**src/rtl/ddr3_ccc_phase_ctrl.sv**
```systemverilog
// DDR3 clock-conditioning PLL sequencer: owns the power-down / lock-wait
// start-up sequence and turns phase-shift requests from PHY training into
// spaced PHASE_ROTATE pulses, with an optional LOAD_PHASE_N strobe.
module ddr3_ccc_phase_ctrl #(
  parameter int ROTATE_HIGH = 2,
  parameter int ROTATE_GAP  = 4,
  parameter int STEP_W      = 8,
  parameter int PD_CYCLES   = 16,
  parameter int LOCK_WAIT   = 1024
) (
  input  logic              CLK,
  input  logic              ARST,
  input  logic              REQ_VALID,
  output logic              REQ_READY,
  input  logic [STEP_W-1:0] REQ_STEPS,
  input  logic              REQ_DIR,
  input  logic [2:0]        REQ_SEL,
  input  logic              REQ_LOAD,
  input  logic              RESTART,
  input  logic              PLL_LOCK,
  output logic              PHASE_OUT0_SEL,
  output logic              PHASE_OUT2_SEL,
  output logic              PHASE_OUT3_SEL,
  output logic              PHASE_DIRECTION,
  output logic              PHASE_ROTATE,
  output logic              LOAD_PHASE_N,
  output logic              PLL_POWERDOWN_N,
  output logic              BUSY,
  output logic              LOCKED,
  output logic              DONE,
  output logic              ERR,
  output logic              LOCK_TIMEOUT,
  output logic [STEP_W-1:0] STEPS_DONE
);

  // One shared timer serves power-down hold, lock wait and rotate high/low.
  localparam int TMR_W = $clog2(PD_CYCLES + LOCK_WAIT + ROTATE_HIGH + ROTATE_GAP) + 1;
  localparam logic [TMR_W-1:0] PD_LAST   = TMR_W'(PD_CYCLES - 1);
  localparam logic [TMR_W-1:0] LOCK_LAST = TMR_W'(LOCK_WAIT - 1);
  localparam logic [TMR_W-1:0] HI_LAST   = TMR_W'(ROTATE_HIGH - 1);
  localparam logic [TMR_W-1:0] LO_LAST   = TMR_W'(ROTATE_GAP - 1);

  typedef enum logic [2:0] {
    ST_PD,
    ST_WAIT_LOCK,
    ST_IDLE,
    ST_SETUP,
    ST_ROT_HI,
    ST_ROT_LO,
    ST_LOAD,
    ST_DONE
  } state_t;

  state_t             state;
  logic [TMR_W-1:0]   timer;
  logic               lock_sync_p0;
  logic               lock_sync_p1;
  logic               accept;
  logic               in_request;
  logic [STEP_W-1:0]  req_steps_q;
  logic [2:0]         req_sel_q;
  logic               req_load_q;

  assign REQ_READY  = (state == ST_IDLE) && !RESTART;
  assign accept     = REQ_READY && lock_sync_p1 && REQ_VALID;
  assign in_request = (state == ST_SETUP) || (state == ST_ROT_HI) ||
                      (state == ST_ROT_LO) || (state == ST_LOAD);

  // Two-flop synchronizer for the asynchronous PLL lock
  always_ff @(posedge CLK or posedge ARST) begin
    if (ARST) begin
      lock_sync_p0 <= 1'b0;
      lock_sync_p1 <= 1'b0;
    end else begin
      lock_sync_p0 <= PLL_LOCK;
      lock_sync_p1 <= lock_sync_p0;
    end
  end

  // Request fields are captured on acceptance and held for the whole request
  always_ff @(posedge CLK) begin
    if (accept) begin
      req_steps_q <= REQ_STEPS;
      req_sel_q   <= REQ_SEL;
      req_load_q  <= REQ_LOAD;
    end
  end

  // Sequencer: start-up, lock supervision and rotate-pulse generation
  always_ff @(posedge CLK or posedge ARST) begin
    if (ARST) begin
      state           <= ST_PD;
      timer           <= '0;
      PLL_POWERDOWN_N <= 1'b0;
      PHASE_OUT0_SEL  <= 1'b0;
      PHASE_OUT2_SEL  <= 1'b0;
      PHASE_OUT3_SEL  <= 1'b0;
      PHASE_DIRECTION <= 1'b0;
      PHASE_ROTATE    <= 1'b0;
      LOAD_PHASE_N    <= 1'b1;
      BUSY            <= 1'b1;
      LOCKED          <= 1'b0;
      DONE            <= 1'b0;
      ERR             <= 1'b0;
      LOCK_TIMEOUT    <= 1'b0;
      STEPS_DONE      <= '0;
    end else begin
      DONE         <= 1'b0;
      ERR          <= 1'b0;
      LOCK_TIMEOUT <= 1'b0;
      LOCKED       <= lock_sync_p1 && PLL_POWERDOWN_N;

      if (in_request && !lock_sync_p1) begin
        // Lock lost mid-request: drop everything to the PLL and relock
        state           <= ST_WAIT_LOCK;
        timer           <= '0;
        ERR             <= 1'b1;
        PHASE_ROTATE    <= 1'b0;
        PHASE_OUT0_SEL  <= 1'b0;
        PHASE_OUT2_SEL  <= 1'b0;
        PHASE_OUT3_SEL  <= 1'b0;
        PHASE_DIRECTION <= 1'b0;
        LOAD_PHASE_N    <= 1'b1;
      end else begin
        case (state)
          ST_PD: begin
            if (timer == PD_LAST) begin
              state           <= ST_WAIT_LOCK;
              PLL_POWERDOWN_N <= 1'b1;
              timer           <= '0;
            end else begin
              timer <= timer + 1'b1;
            end
          end

          ST_WAIT_LOCK: begin
            if (RESTART) begin
              state           <= ST_PD;
              PLL_POWERDOWN_N <= 1'b0;
              timer           <= '0;
            end else if (lock_sync_p1) begin
              state <= ST_IDLE;
              BUSY  <= 1'b0;
            end else if (timer == LOCK_LAST) begin
              // Retry forever: another power-down cycle, then wait again
              LOCK_TIMEOUT    <= 1'b1;
              state           <= ST_PD;
              PLL_POWERDOWN_N <= 1'b0;
              timer           <= '0;
            end else begin
              timer <= timer + 1'b1;
            end
          end

          ST_IDLE: begin
            if (RESTART) begin
              state           <= ST_PD;
              PLL_POWERDOWN_N <= 1'b0;
              timer           <= '0;
              BUSY            <= 1'b1;
            end else if (!lock_sync_p1) begin
              ERR   <= 1'b1;
              state <= ST_WAIT_LOCK;
              timer <= '0;
              BUSY  <= 1'b1;
            end else if (REQ_VALID) begin
              // Selects and direction settle a full cycle before any rotate
              state           <= ST_SETUP;
              BUSY            <= 1'b1;
              STEPS_DONE      <= '0;
              PHASE_OUT0_SEL  <= REQ_SEL[0];
              PHASE_OUT2_SEL  <= REQ_SEL[1];
              PHASE_OUT3_SEL  <= REQ_SEL[2];
              PHASE_DIRECTION <= REQ_DIR;
            end
          end

          ST_SETUP: begin
            if ((req_steps_q == '0) || (req_sel_q == 3'b000)) begin
              if (req_load_q) begin
                state        <= ST_LOAD;
                LOAD_PHASE_N <= 1'b0;
              end else begin
                state           <= ST_DONE;
                DONE            <= 1'b1;
                PHASE_OUT0_SEL  <= 1'b0;
                PHASE_OUT2_SEL  <= 1'b0;
                PHASE_OUT3_SEL  <= 1'b0;
                PHASE_DIRECTION <= 1'b0;
              end
            end else begin
              state        <= ST_ROT_HI;
              PHASE_ROTATE <= 1'b1;
              STEPS_DONE   <= STEPS_DONE + 1'b1;
              timer        <= '0;
            end
          end

          ST_ROT_HI: begin
            if (timer == HI_LAST) begin
              state        <= ST_ROT_LO;
              PHASE_ROTATE <= 1'b0;
              timer        <= '0;
            end else begin
              timer <= timer + 1'b1;
            end
          end

          ST_ROT_LO: begin
            if (timer == LO_LAST) begin
              timer <= '0;
              if (STEPS_DONE != req_steps_q) begin
                state        <= ST_ROT_HI;
                PHASE_ROTATE <= 1'b1;
                STEPS_DONE   <= STEPS_DONE + 1'b1;
              end else if (req_load_q) begin
                state        <= ST_LOAD;
                LOAD_PHASE_N <= 1'b0;
              end else begin
                state           <= ST_DONE;
                DONE            <= 1'b1;
                PHASE_OUT0_SEL  <= 1'b0;
                PHASE_OUT2_SEL  <= 1'b0;
                PHASE_OUT3_SEL  <= 1'b0;
                PHASE_DIRECTION <= 1'b0;
              end
            end else begin
              timer <= timer + 1'b1;
            end
          end

          ST_LOAD: begin
            state           <= ST_DONE;
            LOAD_PHASE_N    <= 1'b1;
            DONE            <= 1'b1;
            PHASE_OUT0_SEL  <= 1'b0;
            PHASE_OUT2_SEL  <= 1'b0;
            PHASE_OUT3_SEL  <= 1'b0;
            PHASE_DIRECTION <= 1'b0;
          end

          ST_DONE: begin
            state <= ST_IDLE;
            BUSY  <= 1'b0;
          end

          default: begin
            state           <= ST_PD;
            PLL_POWERDOWN_N <= 1'b0;
            timer           <= '0;
            BUSY            <= 1'b1;
          end
        endcase
      end
    end
  end

endmodule

```
**config.mk**
```make
export PLATFORM = sky130hd
export DESIGN_NAME = ddr3_ccc_phase_ctrl
export DESIGN_NICKNAME = d
export VERILOG_FILES = /design/src/rtl/ddr3_ccc_phase_ctrl.sv
export SDC_FILE = /design/constraint.sdc
export NUM_CORES = 1
export LEC_CHECK = 0
export ABC_AREA = 1
export CORE_ASPECT_RATIO = 0.6
export CORE_MARGIN = 2
export CORE_UTILIZATION = 47
export CTS_CLUSTER_DIAMETER = 50
export DETAILED_ROUTE_END_ITERATION = 7
export PLACE_DENSITY_LB_ADDON = 0.15
export SLEW_MARGIN = 20
export SYNTH_ARGS = -nofsm -noshare
export SYNTH_HDL_FRONTEND = slang
export SYNTH_SLANG_ARGS = --single-unit
```
**constraint.sdc**
```tcl
create_clock -name CLK -period 3.2 [get_ports CLK]
set_input_delay 0.48 -clock CLK [delete_from_list [all_inputs] [get_ports CLK]]
set_output_delay 0.48 -clock CLK [all_outputs]
set_load 0.01 [all_outputs]
```
==> qor.csv, run 1 <==
stage,metric,value,unit
timing,Slew @ Worst Pin,0.486,ns
detailed_routing,initial DRC count,208,
floorplan,io pins,39,
clocking,clk buf depth,2,
place,Post-DP Area,3510,sq um
global_route,grt total ovfl,0,
detailed_routing,DR vias/cell,5.33,
critical_path,worst flop-to-flop path endpoint,PHASE_OUT0_SEL,
layout,share of layout cells above drive strength 1,7.27,%
synth,Yosys warnings,0,
critical_path,cells on worst reg2reg path,9,
timing,Final setup violation count,0,
detailed_routing,number of remaining DRC errors,0,
clocking,later-pin clock latency in the skew report,0.30,ns
clocking,CTS sink cnt,49,
synth,"Top FF cell, synth",dfrtp_1,
detailed_routing,via total after detailed routing,2865,
timing,relative slew slack,67.6,%
synth,"Cell Area, Synth",3050,sq um
critical_path,crit path to,REQ_READY,
synth,cells after synthesis,412,
critical_path,worst setup path class,reg2out,
detailed_routing,total length of routed wires,7670,um
pwr,P_leak,0.00163,uW
timing,Final Slew Violations,0,
detailed_routing,DRT Pass-1 Iters,5,
clocking,H-tree levels,2,
place,number of port buffers,38,
layout,final instance area,3600,sq um
floorplan,die area,7180,sq um
critical_path,reg2reg setup slack,0.97,ns
timing,Tcrit/Tclk final,74.5,%
clocking,postcts setup bufs,0,
pwr,maximum vdd drop,0.000326,V
synth,Synth cell types,38,
layout,# nets final,474,
clocking,CTS Buf Count,5,
synth,Seq cells post-synth,49,
timing,hold_ws,0.357,ns
floorplan,Initial Utilization,49.3,%
critical_path,data arrival time of the critical path,1.90,ns
global_route,initial antenna violation count,0,
run,Max Cap Viol,0,
timing,endpoints failing hold,0,
clocking,CTS resizes,0,
outcome,status,"finished, final reports clean",
synth,number of flops mapped to enable cells by yosys,12,
critical_path,CP Launch Type,register,
global_route,largest net degree at the start of global routing,38,
synth,Post-Syn Area per Cell,7.41,sq um
pwr,pwr/cell area,571,nW/um^2
min_path,hold crit path type,reg2reg,
floorplan,core footprint,6190,sq um
min_path,hold depth,0,
layout,antenna cell count,0,
synth,Syn Nets,433,
global_route,Overall Global Routing Usage,24.2,%
critical_path,worst r2r src,state[2],
global_route,number of global-route vias before repair,2726,
synth,"Seq/Total Area, Yosys",42.2,%
timing,"Min Clock Period, post-route",2.38,ns
place,Final Wtd Congestion,0.942,
layout,area of the multi-input gates,1520,sq um
floorplan,Die Y,66.4,um
critical_path,CP required,2.72,ns
timing,RSZ-0062 raised after global routing,no,
floorplan,Row Count,22,
layout,Layout area overhead,17.8,%
floorplan,Die Wd,108,um
layout,"most common cell after layout, fill and taps aside",nand2_1,
layout,fillcell total,595,
detailed_routing,Routed Antenna Nets,0,
layout,most frequent cells in the layout,"nand2_1 (116), nor2_1 (58), inv_1 (47), nand3_1 (42), clkdlybuf4s50_1 (38)",
clocking,Clock Root Buffer,clkbuf_8,
clocking,CTS tree,done,
place,Final HPWL DP,5950,um
timing,Fin Clk Skew,0.00394,ns
detailed_routing,WL/cell,14.3,um
clocking,CTS Hold Bufs,0,
global_route,first-pass GRT wire length,13300,um
timing,setup TNS,0,ns
clocking,clock-pin slew on the worst setup and hold paths,0.09,ns
critical_path,worst-path maximum fanout,8,
critical_path,Critical Path Start,state[2],
layout,storage element area,1290,sq um
timing,Max Fclk,0.420,GHz
synth,"Async S/R FF share, synth",75.5,%
critical_path,CP endpoint kind,output pin,
==> synth_stat cells, types with 4 or more instances <==
library cell  instances  area [sq um]
a21oi_1              13          65.1
dfrtp_1              35           876
edfxtp_1             12           360
inv_2                 4          15.0
nand2_1             116           435
xnor2_1               5          43.8
nor2_1               58           218
o21ai_0              12          60.1
nor2_4                4          45.0
buf_4                 4          30.0
xor2_1                5          43.8
nand3_1              42           210
nand4_1              13          81.3
inv_1                47           176
nor3b_1               4          30.0
o21ai_1               4          20.0
==> power by group <==
part	internal (uW)	switching, uW
combinational	329	483
clock	151	202
sequential	764	125
total	1250	810
==> worst min path at each step <==
| stage | from | endpoint |
|---|---|---|
| 2_1_floorplan | lock_sync_p0 | lock_sync_p1 |
| 3_3_place_gp | lock_sync_p0 | lock_sync_p1 |
| 3_5_place_dp | lock_sync_p0 | lock_sync_p1 |
| 4_1_cts | lock_sync_p0 | lock_sync_p1 |
| 5_1_grt | lock_sync_p0 | lock_sync_p1 |
| 6_report | lock_sync_p0 | lock_sync_p1 |
==> metrics by stage <==
stage	utilization, %	worst slack, ns	cells	total power, uW
after floorplan	-	0.946	412	1430
after global placement	56.7	0.750	530	1680
after detailed placement	56.7	0.706	530	1700
after CTS	58.1	0.822	538	2060
after global routing	58.1	0.650	538	2220
final	58.1	0.817	538	2060
==> cell families (layout without fill, tap and decap cells) <==
kind of cell,Yosys count,after routing,synth area share (%)
compound gates,38,38,7.21
xor+xnor,10,10,2.87
fa+ha+maj,3,3,1.23
buf+inv,59,101,8.15
flops,49,49,42.2
simple gates,253,253,38.3
==> cell type report <==
type                    count  area share (%)
inverters                  52            5.50
multi-input cells         304            42.2
repair buffers             41            11.2
well taps                  84            2.92
clock buffers               5            1.91
flip-flops and latches     49            35.8
clock inverters             3           0.487
==> sequential cells by signal, indices dropped and copies added (netlist names), 3 cells and up <==
name and cells:
req_sel_q 3, req_steps_q 8, state 3, STEPS_DONE 8, timer 12
==> layer usage <==
| metal | wire, um | global-route usage [%] |
|---|---|---|
| met1 | 4090 | 38.1 |
| met2 | 2890 | 32.9 |
| met3 | 645 | 6.50 |
| met4 | 48 | 4.65 |
| met5 | 0 | 0 |
==> worst max-delay path: stages, from the launching register on <==
cell and delay [ns]:
dfrtp_1 0.50, inv_2 0.15, nand3_1 0.16, nor2_1 0.21, clkdlybuf4s50_1 0.57
Power figures use the tool's default switching activity.
==> run 2: changes to the inputs <==
==> constraint.sdc (replaced) <==
create_clock -name CLK -period 2.5 [get_ports CLK]
set_input_delay 0.375 -clock CLK [delete_from_list [all_inputs] [get_ports CLK]]
set_output_delay 0.375 -clock CLK [all_outputs]
set_load 0.01 [all_outputs]
==> qor.csv, run 2 (synthesis gave the netlist of run 1 again) <==
stage,metric,value,unit
critical_path,CP required,2.12,ns
min_path,hold crit path type,reg2reg,
critical_path,"Buf+Inv Stages, Crit Path",2,
layout,fillcell total,602,
critical_path,worst-path maximum fanout,8,
detailed_routing,total length of routed wires,7840,um
layout,Layout area overhead,18.8,%
global_route,number of global-route vias before repair,2584,
timing,endpoints failing hold,0,
floorplan,Row Count,22,
layout,share of layout cells above drive strength 1,7.47,%
clocking,clock-pin slew on the worst setup and hold paths,0.09,ns
clocking,Clock Root Buffer,clkbuf_8,
detailed_routing,DRT Pass-1 Iters,5,
layout,"most common cell after layout, fill and taps aside",nand2_1,
outcome,status,"finished, final reports clean",
layout,most frequent cells in the layout,"nand2_1 (116), nor2_1 (58), inv_1 (47), nand3_1 (42), clkdlybuf4s50_1 (38)",
layout,Largest register FFs,12,
timing,RSZ-0062 raised after global routing,no,
floorplan,Initial Utilization,49.3,%
global_route,Overall Global Routing Usage,24.0,%
layout,"Most flops, register",timer,
timing,Fin Clk Skew,0.0117,ns
floorplan,core footprint,6190,sq um
detailed_routing,Routed Antenna Nets,0,
critical_path,CP Launch Type,register,
detailed_routing,via total after detailed routing,2828,
pwr,P_leak,0.00164,uW
clocking,later-pin clock latency in the skew report,0.31,ns
clocking,CTS Buf Count,5,
global_route,met2 GRT Util,31.2,%
timing,setup TNS,0,ns
clocking,H-tree levels,2,
clocking,CTS resizes,0,
detailed_routing,number of remaining DRC errors,0,
timing,Tcrit/Tclk final,94.2,%
critical_path,CP endpoint kind,output pin,
pwr,pwr/cell area,762,nW/um^2
critical_path,data arrival time of the critical path,1.98,ns
global_route,grt total ovfl,0,
clocking,clk buf depth,2,
floorplan,Die Y,66.4,um
timing,relative slew slack,68.0,%
clocking,CTS tree,done,
run,Max Cap Viol,0,
layout,final instance area,3630,sq um
global_route,met1 Usage GRT,39.5,%
timing,Slew @ Worst Pin,0.480,ns
detailed_routing,initial DRC count,222,
critical_path,slowest cell on the critical path,clkdlybuf4s50_1,
floorplan,io pins,39,
global_route,first-pass GRT wire length,13000,um
floorplan,Die Wd,108,um
global_route,initial antenna violation count,0,
pwr,maximum vdd drop,0.000473,V
clocking,postcts setup bufs,0,
layout,antenna cell count,0,
global_route,largest net degree at the start of global routing,38,
timing,Max Fclk,0.425,GHz
place,Post-DP Area,3520,sq um
timing,"Min Clock Period, post-route",2.35,ns
place,Final HPWL DP,5920,um
clocking,CTS Hold Bufs,0,
critical_path,CP cell instances,"inv_2, nand3_1, nor2_1, clkdlybuf4s50_1",
layout,Largest regs,"timer: 12 flops, STEPS_DONE: 8 flops, req_steps_q: 8 flops",
critical_path,"CP delay by family, top",buffers and inverters,
timing,Final setup violation count,0,
place,number of port buffers,38,
clocking,CTS sink cnt,49,
global_route,gr busiest metal,met1,
detailed_routing,DR vias/cell,5.25,
global_route,met3 Track Usage GR,4.83,%
detailed_routing,WL/cell,14.5,um
critical_path,Max stage delay on crit path,0.59,ns
layout,# nets final,475,
place,Final Wtd Congestion,0.924,
timing,Final Slew Violations,0,
critical_path,worst setup path class,reg2out,
floorplan,die area,7180,sq um
-- run 2: changes by cell type in the layout (fill, tap and decap cells not counted), sizes merged --
cell,before,now
clkbuf,5,6
clkinv,3,1
bufinv,0,1
buf,3,4
-- run 2: power breakdown --
group / total, uW / internal [uW] / switching [uW] / leakage, uW
Sequential: 1140 / 978 / 161 / 0.000597
Combinational: 1050 / 426 / 626 / 0.000991
Clock: 574 / 301 / 273 / 0.0000554
-- run 2: metal layers --
metal	vias up	share of wire, %
met5	-	0
met4	0	0.55
met3	5	9.1
met2	117	37
met1	1292	53
li1	1414	-
-- run 2: area by class of cell --
cell class,count,area (sq um),area share (%)
clock buffer,6,72.6,2.00
clock inverter,2,38.8,1.07
inverter,52,198,5.45
multi-input combinational,304,1520,41.8
sequential,49,1290,35.5
tap,84,105,2.90
timing repair buffer,42,410,11.3
-- run 2: final timing paths --
path                         startpoint             end  slack, ns  depth (start not counted)
max                            state[2]       REQ_READY       0.15                          4
min                        lock_sync_p0    lock_sync_p1       0.36                          0
max reg2reg                    state[0]  PHASE_OUT2_SEL       0.34                          9
min reg2reg                lock_sync_p0    lock_sync_p1       0.36                          0
max in group asynchronous          ARST            BUSY       1.66                          3
min in group asynchronous          ARST    PHASE_ROTATE       0.48                          3
-- run 2: metrics by stage --
stage               total power [uW]  setup WS, ns  hold WS [ns]  utilization [%]  instances
finish                          2760         0.146         0.357             58.6        539
global route                    2980        0.0269         0.368             58.6        539
CTS                             2780         0.139         0.358             58.6        539
detailed placement              2190         0.221         0.335             56.8        531
global placement                2160         0.233         0.332             56.8        531
floorplan                       1820         0.246         0.331                -        412
==> edit, RTL diff (config.mk and constraints of run 2) <==
Change the parameter `ROTATE_GAP` from 4 to 8.
--- a/src/rtl/ddr3_ccc_phase_ctrl.sv
+++ b/src/rtl/ddr3_ccc_phase_ctrl.sv
@@ -3,7 +3,7 @@
 // spaced PHASE_ROTATE pulses, with an optional LOAD_PHASE_N strobe.
 module ddr3_ccc_phase_ctrl #(
   parameter int ROTATE_HIGH = 2,
-  parameter int ROTATE_GAP  = 4,
+  parameter int ROTATE_GAP  = 8,
   parameter int STEP_W      = 8,
   parameter int PD_CYCLES   = 16,
   parameter int LOCK_WAIT   = 1024
Function: no difference found for any inputs over 10 cycles, from zero or initial values and one cycle with ARST high; that may be too few to reach the edited logic, so the function may still have changed.
==> edit against run 2 <==
- routed wire length down 7.2%
- non-clock buffer count rose by 4
- setup slack better by 27 ps
- cell count fell by 1.5%
- sequential share of layout area increased by 0.57 points
- largest cell class unchanged
- critical endpoint unchanged
- area after synthesis is 2.4% lower
- sequential cell count unchanged
- final area shrank 1.6%
Power is not compared: it rests on default switching activity, and its combinational part moved more than twofold at a synthesized area within 25%.
==> edit: results (changes against run 2) <==
[outcome]
status=finished, final reports clean

[grt]
antenna_found_initial=0  ; unchanged
gr-usage-all-layers_pct=22.79  ; -1.2 points
grt_pass1_wl_um=12390  ; -4.4%
grt_pass1_vias=2567  ; -0.66%
grt_overflow=0  ; unchanged

[synthesis]
synth_cell_type_count=37  ; -2.6%
synthXorXnorAreaFrac_pct=3.526  ; +0.66 points
synthTopCellsByCount=124 x nand2_1, 45 x nor2_1, 41 x inv_1
synth_compound_area_share_pct=7.893  ; +0.68 points
synth_top_area_cell=dfrtp_1
synth_fa_ha_area_share_pct=1.259  ; +0.030 points
syn_nets=420  ; -3.0%
ys.warnings.count=0  ; unchanged
ys_seq_area_share_pct=43.24  ; +1.0 points
synth_area_leaders=dfrtp_1 29%, nand2_1 16%, edfxtp_1 12%

[worst_setup_path]
critPathMaxStageDelay_ps=580
critPathMaxFanout=8  ; unchanged
critPathTopFamily=buffers and inverters
rr_endpoint=req_load_q
cp.arrival_ps=1950  ; -30 ps
r2r_slack_ps=440  ; +100 ps
crit-reg2reg-launch=state[2]
path_class=flip-flop to output port

[timing]
slew_headroom_pct=68.58  ; +0.58 points
fin_skew_ps=9.752  ; -1.990 ps
period_share_pct=93.11  ; -1.1 points

[placement]
place_congestion=0.8972  ; -2.9%
dp_hpwl_um=5688  ; -4.0%
pre_cts_slack_ps=334.5  ; +113.0 ps
port_buffers=38  ; unchanged

[pwr]
comb_power_share_pct=3.8
peakVddDrop_mv=0.2267
p_seq_uw=822
leakagePower_uw=0.001690

[clock_tree]
cts_buffer_depth=2  ; unchanged
cts_buffers=5  ; unchanged
cts.clk_slew.worst_paths_ps=90  ; about the same
root_buffer=clkbuf_8
htree_levels=2  ; unchanged
cts_resized=0  ; unchanged

[flow_run]
drv_cap=0  ; unchanged

[final_layout]
antennaDiodeCount=0  ; unchanged
nFillCells=579  ; -3.8%
fin_nets=467  ; -1.7%
drive_gt1_share_pct=11.19  ; +3.7 points
top_regs=timer: 12 flops, STEPS_DONE: 8 flops, req_steps_q: 8 flops

[route]
dr_total_vias=2767  ; -2.2%
ant_nets=0  ; unchanged
routedWlPerCell_um=13.70  ; -5.8%
firstDrtPassIters=5  ; unchanged
drt_iter0_drc=257  ; +16%

[min_path]
hp-class=flip-flop to flip-flop

-- edit: changes by cell type in the layout (fill, tap and decap cells not counted), moves of 3 or more --
cell / delta
inv_2: +3
nand2_1: +8
nor2_1: -13
nand3_1: -12
a21oi_1: -4
buf_4: +4
inv_1: -6
o21ai_0: -5
o21ai_2: +7
nand2_2: +5
-- edit: final cells by class --
class	count	area (um^2)	area share, %
Timing Repair Buffer	46	440.4	12.33
Inverter	50	187.7	5.254
Tap cell	84	105.1	2.942
Sequential cell	49	1289	36.08
Clock inverter	1	7.507	0.2102
Clock buffer	7	86.33	2.417
Multi-Input combinational cell	294	1456	40.77
-- edit: routing by layer --
| layer | wire length, um | GRT usage [%] | part of all wire [%] | up-vias |
|---|---|---|---|---|
| met5 | 0 | 0 | 0 | - |
| met4 | 67 | 4.221 | 0.92 | 0 |
| met3 | 668 | 5.655 | 9.2 | 10 |
| met2 | 2701 | 30.02 | 37 | 141 |
| met1 | 3838 | 36.94 | 53 | 1248 |
| li1 | - | - | - | 1368 |
-- edit: how the worst min path moves through the flow --
stage                        end  slack, ps  cells after the start          from
floorplan           lock_sync_p1        330                      0  lock_sync_p0
global placement    lock_sync_p1        330                      0  lock_sync_p0
detailed placement  lock_sync_p1        340                      0  lock_sync_p0
CTS                 lock_sync_p1        360                      0  lock_sync_p0
global route        lock_sync_p1        370                      0  lock_sync_p0
finish              lock_sync_p1        360                      0  lock_sync_p0
-- edit: stage by stage --
step | cell area, um^2 | power [uW] | instances
after global routing | 3572 | 1409 | 531
after floorplan | 2980 | 855.4 | 399
after global placement | 3478 | 890.7 | 523
final | 3572 | 1358 | 531
after detailed placement | 3478 | 891.7 | 523
after CTS | 3572 | 1369 | 531
